### config.mk
export PLATFORM = sky130hd
export DESIGN_NAME = rca_pipe_adder
export DESIGN_NICKNAME = d
export VERILOG_FILES = /design/src/rtl/rca_pipe_adder.sv
export SDC_FILE = /design/constraint.sdc
export NUM_CORES = 1
export LEC_CHECK = 0
export CAP_MARGIN = 5
export CORE_ASPECT_RATIO = 1.2
export CORE_UTILIZATION = 60
export CTS_BUF_LIST = sky130_fd_sc_hd__clkbuf_4
export DETAILED_ROUTE_END_ITERATION = 10
export DONT_BUFFER_PORTS = 1
export GPL_TIMING_DRIVEN = 0
export PLACE_DENSITY = 0.88
export REMOVE_ABC_BUFFERS = 1
export SETUP_SLACK_MARGIN = 0.15
export SYNTH_ARGS = -nofsm -noshare
export SYNTH_HDL_FRONTEND = slang
export SYNTH_SLANG_ARGS = --single-unit
### constraint.sdc
create_clock -name clk -period 2.93 [get_ports clk]
set_clock_uncertainty 0.05 [all_clocks]
set_input_delay 0.293 -clock clk [delete_from_list [all_inputs] [get_ports clk]]
set_output_delay 0.293 -clock clk [all_outputs]
set_load 0.03 [all_outputs]
### src/rtl/rca_pipe_adder.sv
// rca_pipe_adder: pipelined ripple-carry add/subtract unit. Each stage adds one SLICE-bit
// slice with a full-adder chain; carries, partial sums and unused operand slices move stage to stage.
module rca_pipe_adder #(
  parameter int WIDTH  = 16,
  parameter int STAGES = 4
) (
  input  logic             clk,
  input  logic             rst_n,
  input  logic             in_valid,
  output logic             in_ready,
  input  logic [WIDTH-1:0] a,
  input  logic [WIDTH-1:0] b,
  input  logic             cin,
  input  logic             sub,
  output logic             out_valid,
  input  logic             out_ready,
  output logic [WIDTH-1:0] sum,
  output logic             cout,
  output logic             ovf
);
  localparam int SLICE = WIDTH / STAGES;

  function automatic logic [1:0] fa(input logic x, input logic y, input logic ci);
    fa = {(x & y) | (ci & (x ^ y)), x ^ y ^ ci};
  endfunction

  logic             adv_s;
  logic [WIDTH-1:0] b_eff_s;
  logic             cin_eff_s;

  assign adv_s     = ~out_valid | out_ready;
  assign in_ready  = adv_s;
  assign b_eff_s   = sub ? ~b : b;
  assign cin_eff_s = sub ? 1'b1 : cin;

  for (genvar k = 0; k < STAGES; k++) begin : g_stg
    localparam int BW = WIDTH - k * SLICE;

    logic [WIDTH-1:0] a_in_s;
    logic [BW-1:0]    b_in_s;
    logic             ci_s;
    logic             vin_s;
    logic [SLICE-1:0] ss_s;
    logic [SLICE:0]   c_s;
    logic [WIDTH-1:0] a_nxt_s;
    logic             valid_r;
    logic             c_r;
    // Holds finished sum slices at the top and still-unused A slices at the bottom.
    logic [WIDTH-1:0] a_r;

    if (k == 0) begin : g_src
      assign a_in_s = a;
      assign b_in_s = b_eff_s;
      assign ci_s   = cin_eff_s;
      assign vin_s  = in_valid;
    end else begin : g_src
      assign a_in_s = g_stg[k-1].a_r;
      assign b_in_s = g_stg[k-1].g_b.b_r;
      assign ci_s   = g_stg[k-1].c_r;
      assign vin_s  = g_stg[k-1].valid_r;
    end

    // Ripple the slice through a chain of full adders.
    always_comb begin
      c_s    = {(SLICE+1){1'b0}};
      ss_s   = {SLICE{1'b0}};
      c_s[0] = ci_s;
      for (int j = 0; j < SLICE; j++) begin
        {c_s[j+1], ss_s[j]} = fa(a_in_s[j], b_in_s[j], c_s[j]);
      end
    end

    if (SLICE == WIDTH) begin : g_rot
      assign a_nxt_s = ss_s;
    end else begin : g_rot
      assign a_nxt_s = {ss_s, a_in_s[WIDTH-1:SLICE]};
    end

    // Stage valid, carry and rotating sum/operand word; frozen while the output stalls.
    always_ff @(posedge clk or negedge rst_n) begin
      if (!rst_n) begin
        valid_r <= 1'b0;
        c_r     <= 1'b0;
        a_r     <= {WIDTH{1'b0}};
      end else if (adv_s) begin
        valid_r <= vin_s;
        c_r     <= c_s[SLICE];
        a_r     <= a_nxt_s;
      end
    end

    if (k < STAGES - 1) begin : g_b
      logic [BW-SLICE-1:0] b_r;
      // Upper B slices not yet consumed by this stage.
      always_ff @(posedge clk or negedge rst_n) begin
        if (!rst_n) begin
          b_r <= {(BW-SLICE){1'b0}};
        end else if (adv_s) begin
          b_r <= b_in_s[BW-1:SLICE];
        end
      end
    end

    if (k == STAGES - 1) begin : g_last
      logic ovf_r;
      // Signed overflow from carry into and out of the MSB of the final slice.
      always_ff @(posedge clk or negedge rst_n) begin
        if (!rst_n) begin
          ovf_r <= 1'b0;
        end else if (adv_s) begin
          ovf_r <= c_s[SLICE] ^ c_s[SLICE-1];
        end
      end
    end
  end

  assign out_valid = g_stg[STAGES-1].valid_r;
  assign sum       = g_stg[STAGES-1].a_r;
  assign cout      = g_stg[STAGES-1].c_r;
  assign ovf       = g_stg[STAGES-1].g_last.ovf_r;

endmodule

==> results of run 1 <==
-- kinds of logic after synthesis --
group                      synth area share (%)
and+or+nand+nor                            2.35
adders and majority gates                  7.60
xor gates and xnor gates                   3.53
buffers and inverters                      4.60
muxes                                      23.1
DFF                                        57.6
AOI/OAI and AO/OA                          1.19
-- layout make-up --
cell class | instances | area [um2] | area share [%]
Clock buffer | 9 | 67.6 | 1.47
Clock inverter | 7 | 46.3 | 1.01
Inverter | 25 | 93.8 | 2.05
Multi-Input combinational cell | 142 | 1590 | 34.8
Sequential cell | 97 | 2430 | 53.0
Tap cell | 87 | 109 | 2.38
Timing Repair Buffer | 21 | 245 | 5.35
-- layer usage --
metal | global-route usage (%) | vias up | routed length [um]
li1 | - | 958 | -
met1 | 25.7 | 1074 | 2770
met2 | 30.9 | 43 | 3320
met3 | 4.08 | 8 | 243
met4 | 8.64 | 0 | 104
met5 | 0 | - | 0
-- sequential cells by signal, summed over array words and instances (netlist names) --
register and count:
sum 16, out_valid 1, g_stg.valid_r 3, cout 1
g_stg.g_b.b_r 24, g_stg.a_r 48, ovf 1, g_stg.c_r 3
-- final timing paths --
kind	startpoint	endpoint	slack (ns)
setup / recovery	out_valid	in_ready	0.44
hold / removal	out_ready	g_stg[0].a_r[13]	0.06
setup reg to reg	g_stg[2].a_r[0]	ovf	0.57
hold reg to reg	g_stg[2].valid_r	out_valid	0.41
max in group asynchronous	rst_n	sum[2]	2.04
min in group asynchronous	rst_n	g_stg[0].a_r[9]	0.38
-- through the flow --
stage          power [uW]  util (%)  std cells  hold WS, ns
3_3_place_gp         3900      62.0        351      -0.0508
3_5_place_dp         4030      62.0        351      -0.0506
6_report             4630      67.3        388       0.0552
4_1_cts              4690      66.9        387       0.0250
2_1_floorplan        3660         -        264      -0.0526
5_1_grt              4990      67.3        388       0.0424
-- cells in the final DEF, fill, tap and decap left out, drive strengths merged, types with 2 or more instances in the layout --
cell         Yosys  layout
nand2b           2       2
mux2i            4       4
fa              16      16
dlygate4sd3      0      19
xnor2            6       6
clkinvlp         0       2
clkinv           0       4
a21oi           10      10
buf             13       2
xor2            11      11
inv             25      26
dfrtp           97      97
nor3b           10      10
mux2            82      82
clkbuf           2       9
-- report_power, final --
| part | total, uW | switching, uW | leakage, uW | internal, uW |
|---|---|---|---|---|
| combinational | 1460 | 601 | 0.000827 | 863 |
| clock | 608 | 434 | 0.0000597 | 174 |
| sequential | 2560 | 626 | 0.00112 | 1930 |
| total | 4630 | 1660 | 0.00201 | 2970 |
==> flow_summary.json, run 1 <==
{
  "drv_slew": 0,
  "place_congestion": 0.751,
  "cp.depth": 2,
  "initial_core_util_pct": 61.9,
  "crit_type": "flip-flop to output port",
  "yosys_register_bits": 97,
  "yosysTopAreaCell": "dfrtp_1",
  "post_drt_wl_per_cell_um": 16.6,
  "slowest_delay_ns": 0.85,
  "wl_mm": 6.43,
  "n_antenna_cell": 0,
  "powerDensity_nw_per_um2": 1010,
  "worstSkewPairLatency_ns": 0.42,
  "crit_buf_inv": 1,
  "dpl.hpwl_mm": 3.97,
  "cts_resized": 0,
  "r2r_cells": 9,
  "overflow": 0,
  "period_needed_ns": 2.49,
  "power_leakage_uw": 0.00201,
  "yosysWarningCount": 0,
  "min_path_cells": 2,
  "worstPathArrival_ns": 2.15,
  "status": "finished, final reports clean",
  "postCtsSetupRepairBufs": 0,
  "max_slew_margin_pct": 51.4,
  "cts.sinks": 97,
  "clock_path_buffers": 2,
  "drtPass1Iterations": 4,
  "place_ws_ns": 0.319,
  "yosysSeqAreaShare_pct": 57.6,
  "avgSynthCellArea_um2": 15.1,
  "drtAntennaViolNets": 0,
  "yosys-top-cells-area": "dfrtp_1, mux2_2, fa_1",
  "gr-usage-all-layers_pct": 19.4,
  "cts_max_level": 3,
  "period_share_pct": 85.1,
  "drive_above_1_share_pct": 33.2,
  "critPathTopFamily": "flip-flops",
  "finalSetupViolations": 0,
  "critPathMaxFanout": 59,
  "netlist.area_leader.share_pct": 57.6,
  "design.die.area_um2": 7360,
  "cts_hold_buffers": 20,
  "worst_slack_ns": 0.435,
  "cts_buffers": 9,
  "finalNetCount": 350,
  "rsz0062_at_grt": "false",
  "post_dp_cell_area_um2": 4220,
  "first_iter_violations": 80,
  "synthesis.instances": 279,
  "synth-edff-count": 0,
  "die_y_um": 93.8,
  "vdd_drop_max_mv": 0.543,
  "grt_max_degree": 99,
  "yosysUniqueCellTypes": 17,
  "fmax_mhz": 401,
  "drc": 0,
  "cts_tree": "yes",
  "row_count": 33,
  "root_buffer": "clkbuf_4",
  "antenna_found_initial": 0,
  "required_ns": 2.59,
  "async_reset_ff_share_pct": 100,
  "die_w_um": 78.5,
  "ys.flop_type": "dfrtp_1",
  "crit_slowest_cell": "dfrtp_1",
  "path_cells": "nand2b_4 -> buf_16",
  "maxCapViolCount": 0,
  "endpoint_kind": "output port",
  "grt_pass1_vias": 2239,
  "hp-class": "input port to flip-flop",
  "io_buffers": 0,
  "synthMostInstantiatedCell": "dfrtp_1",
  "pin_count": 58,
  "grt_pass1_wl_mm": 10.8,
  "coreArea_um2": 6810,
  "hold_viol": 0,
  "yosys-top-cells-count": "dfrtp_1, mux2_2, inv_1",
  "clk_pin_slew_ns": 0.16,
  "fin_area_um2": 4580,
  "vias": 2083,
  "area_growth_pct": 8.73,
  "setup-tns-final_ns": 0,
  "viasPerCell": 5.37,
  "start_kind": "flip-flop",
  "netlist_area_um2": 4210,
  "tightest_slew_ns": 0.729,
  "fill_cells": 479
}
Power figures use the tool's default switching activity.
==> inputs of run 2 (changes only) <==
CAP_MARGIN = default   (was 5)
CELL_PAD_IN_SITES_DETAIL_PLACEMENT = 0   (was default)
CELL_PAD_IN_SITES_GLOBAL_PLACEMENT = 1   (was default)
CORE_UTILIZATION = 54   (was 60)
PLACE_DENSITY = 0.93   (was 0.88)
==> run 2 against run 1 <==
  * Die area is 11% higher
  * Worst hold slack worse by 0.0018 ns
  * Critical path type unchanged
  * Sequential cell count stayed put
  * Non-clock buffer count is 2 lower
  * Core utilization is 5.3 points lower
  * Via count is 1.3% lower
  * Final cell count is 0.26% higher
  * Largest cell class unchanged
==> flow_summary.json, run 2 (synthesized netlist as in run 1, its figures left out) <==
{
  "viasPerCell": 5.28,
  "cts_buffers": 9,
  "grt_max_degree": 99,
  "crit_type": "flip-flop to output port",
  "area_growth_pct": 8.85,
  "wl_mm": 6.41,
  "power_leakage_uw": 0.00201,
  "finalSetupViolations": 0,
  "die_w_um": 82.6,
  "first_iter_violations": 139,
  "finalNetCount": 348,
  "required_ns": 2.59,
  "dpl.hpwl_mm": 3.89,
  "worst_slack_ns": 0.539,
  "slowest_delay_ns": 0.85,
  "pin_count": 58,
  "design.die.area_um2": 8160,
  "final_cell_mix": "dfrtp_1, mux2_2, inv_1, dlygate4sd3_1, fa_1",
  "crit_slowest_cell": "dfrtp_1",
  "tightest_slew_ns": 0.742,
  "worstPathArrival_ns": 2.05,
  "regArea_um2": 2430,
  "dp.cells": 354,
  "root_buffer": "clkbuf_4",
  "antenna_found_initial": 1,
  "coreArea_um2": 7400,
  "drive_above_1_share_pct": 33.2,
  "start_kind": "flip-flop",
  "powerDensity_nw_per_um2": 1020,
  "drtAntennaViolNets": 0,
  "power_uw": 4690,
  "drc": 0,
  "endpoint_kind": "output port",
  "drv_slew": 0,
  "place_ws_ns": 0.292,
  "multiInputGateArea_um2": 1590,
  "drtPass1Iterations": 4,
  "clk_pin_slew_ns": 0.14,
  "cts_max_level": 3,
  "fmax_mhz": 418,
  "largest_register": "g_stg.a_r",
  "clock_path_buffers": 2,
  "hold_viol": 0,
  "cts_resized": 0,
  "cts.sinks": 97,
  "fill_cells": 583,
  "rsz0062_at_grt": "false",
  "vdd_drop_max_mv": 0.558,
  "grt_pass1_vias": 2090,
  "vias": 2055,
  "overflow": 0,
  "critPathMaxFanout": 69,
  "grt_pass1_wl_mm": 10.4,
  "place_congestion": 0.711,
  "initial_core_util_pct": 56.9,
  "io_buffers": 0,
  "cts_tree": "yes",
  "status": "finished, final reports clean",
  "layout.cells.non_filler": 389,
  "worstSkewPairLatency_ns": 0.42,
  "final_common_cell": "dfrtp_1",
  "path_cells": "nand2b_4 -> buf_16",
  "period_needed_ns": 2.39,
  "finalHoldWorstSlack_ns": 0.0534,
  "row_count": 34,
  "hp-class": "input port to flip-flop",
  "setup-tns-final_ns": 0,
  "max_slew_margin_pct": 50.5,
  "period_share_pct": 81.6,
  "largest_reg_flops": 48,
  "maxCapViolCount": 0,
  "gr-usage-all-layers_pct": 17.5,
  "post_drt_wl_per_cell_um": 16.5,
  "die_y_um": 98.8
}
[run 2: critical path, delay by kind of cell (launching register included)]
kind	cells	cell delay, ns
buf+inv	1	0.35
flops	1	0.85
simple gates	1	0.40
[run 2: layout make-up]
type	instances	share of cell area (%)
diodes	1	0.0546
clock buffers	10	1.64
clock inverters	5	1.25
inverters	25	2.05
multi-input cells	142	34.7
flip-flops and latches	97	52.9
well taps	90	2.45
repair buffers	19	4.91
[run 2: layer usage]
layer  global-route usage (%)  share of wire, %
met1                     22.8                45
met2                     27.7                50
met3                     3.33               2.8
met4                     9.15               2.0
met5                        0                 0
[run 2: final timing paths]
path                       cells past startpoint                   to              from  slack [ns]
max                                            2             in_ready         out_valid        0.54
min                                            2  g_stg[0].g_b.b_r[0]              b[4]        0.05
min reg2reg                                    1            out_valid  g_stg[2].valid_r        0.42
min in group asynchronous                      2      g_stg[0].a_r[3]             rst_n        0.38
max in group asynchronous                      2     g_stg[0].a_r[13]             rst_n        2.08
max reg2reg                                    9                  ovf      g_stg[2].c_r        0.57
[run 2: what timing repair did]
action | in CTS | in global routing
hold endpoints to repair | 121 | 0
setup buffers | 0 | 0
hold buffers | 18 | 0
[run 2: metrics by stage]
| step | util (%) | cell area [um2] |
|---|---|---|
| after floorplan | - | 4110 |
| after global placement | 57.1 | 4230 |
| after detailed placement | 57.1 | 4230 |
| after CTS | 61.6 | 4560 |
| after global routing | 62.0 | 4590 |
| final | 62.0 | 4590 |
[run 2: where the power goes]
| group | switching (uW) | total [uW] | leakage (uW) | internal (uW) |
|---|---|---|---|---|
| Combinational | 593 | 1450 | 0.000819 | 858 |
| Sequential | 625 | 2560 | 0.00112 | 1930 |
| Clock | 419 | 684 | 0.0000661 | 264 |
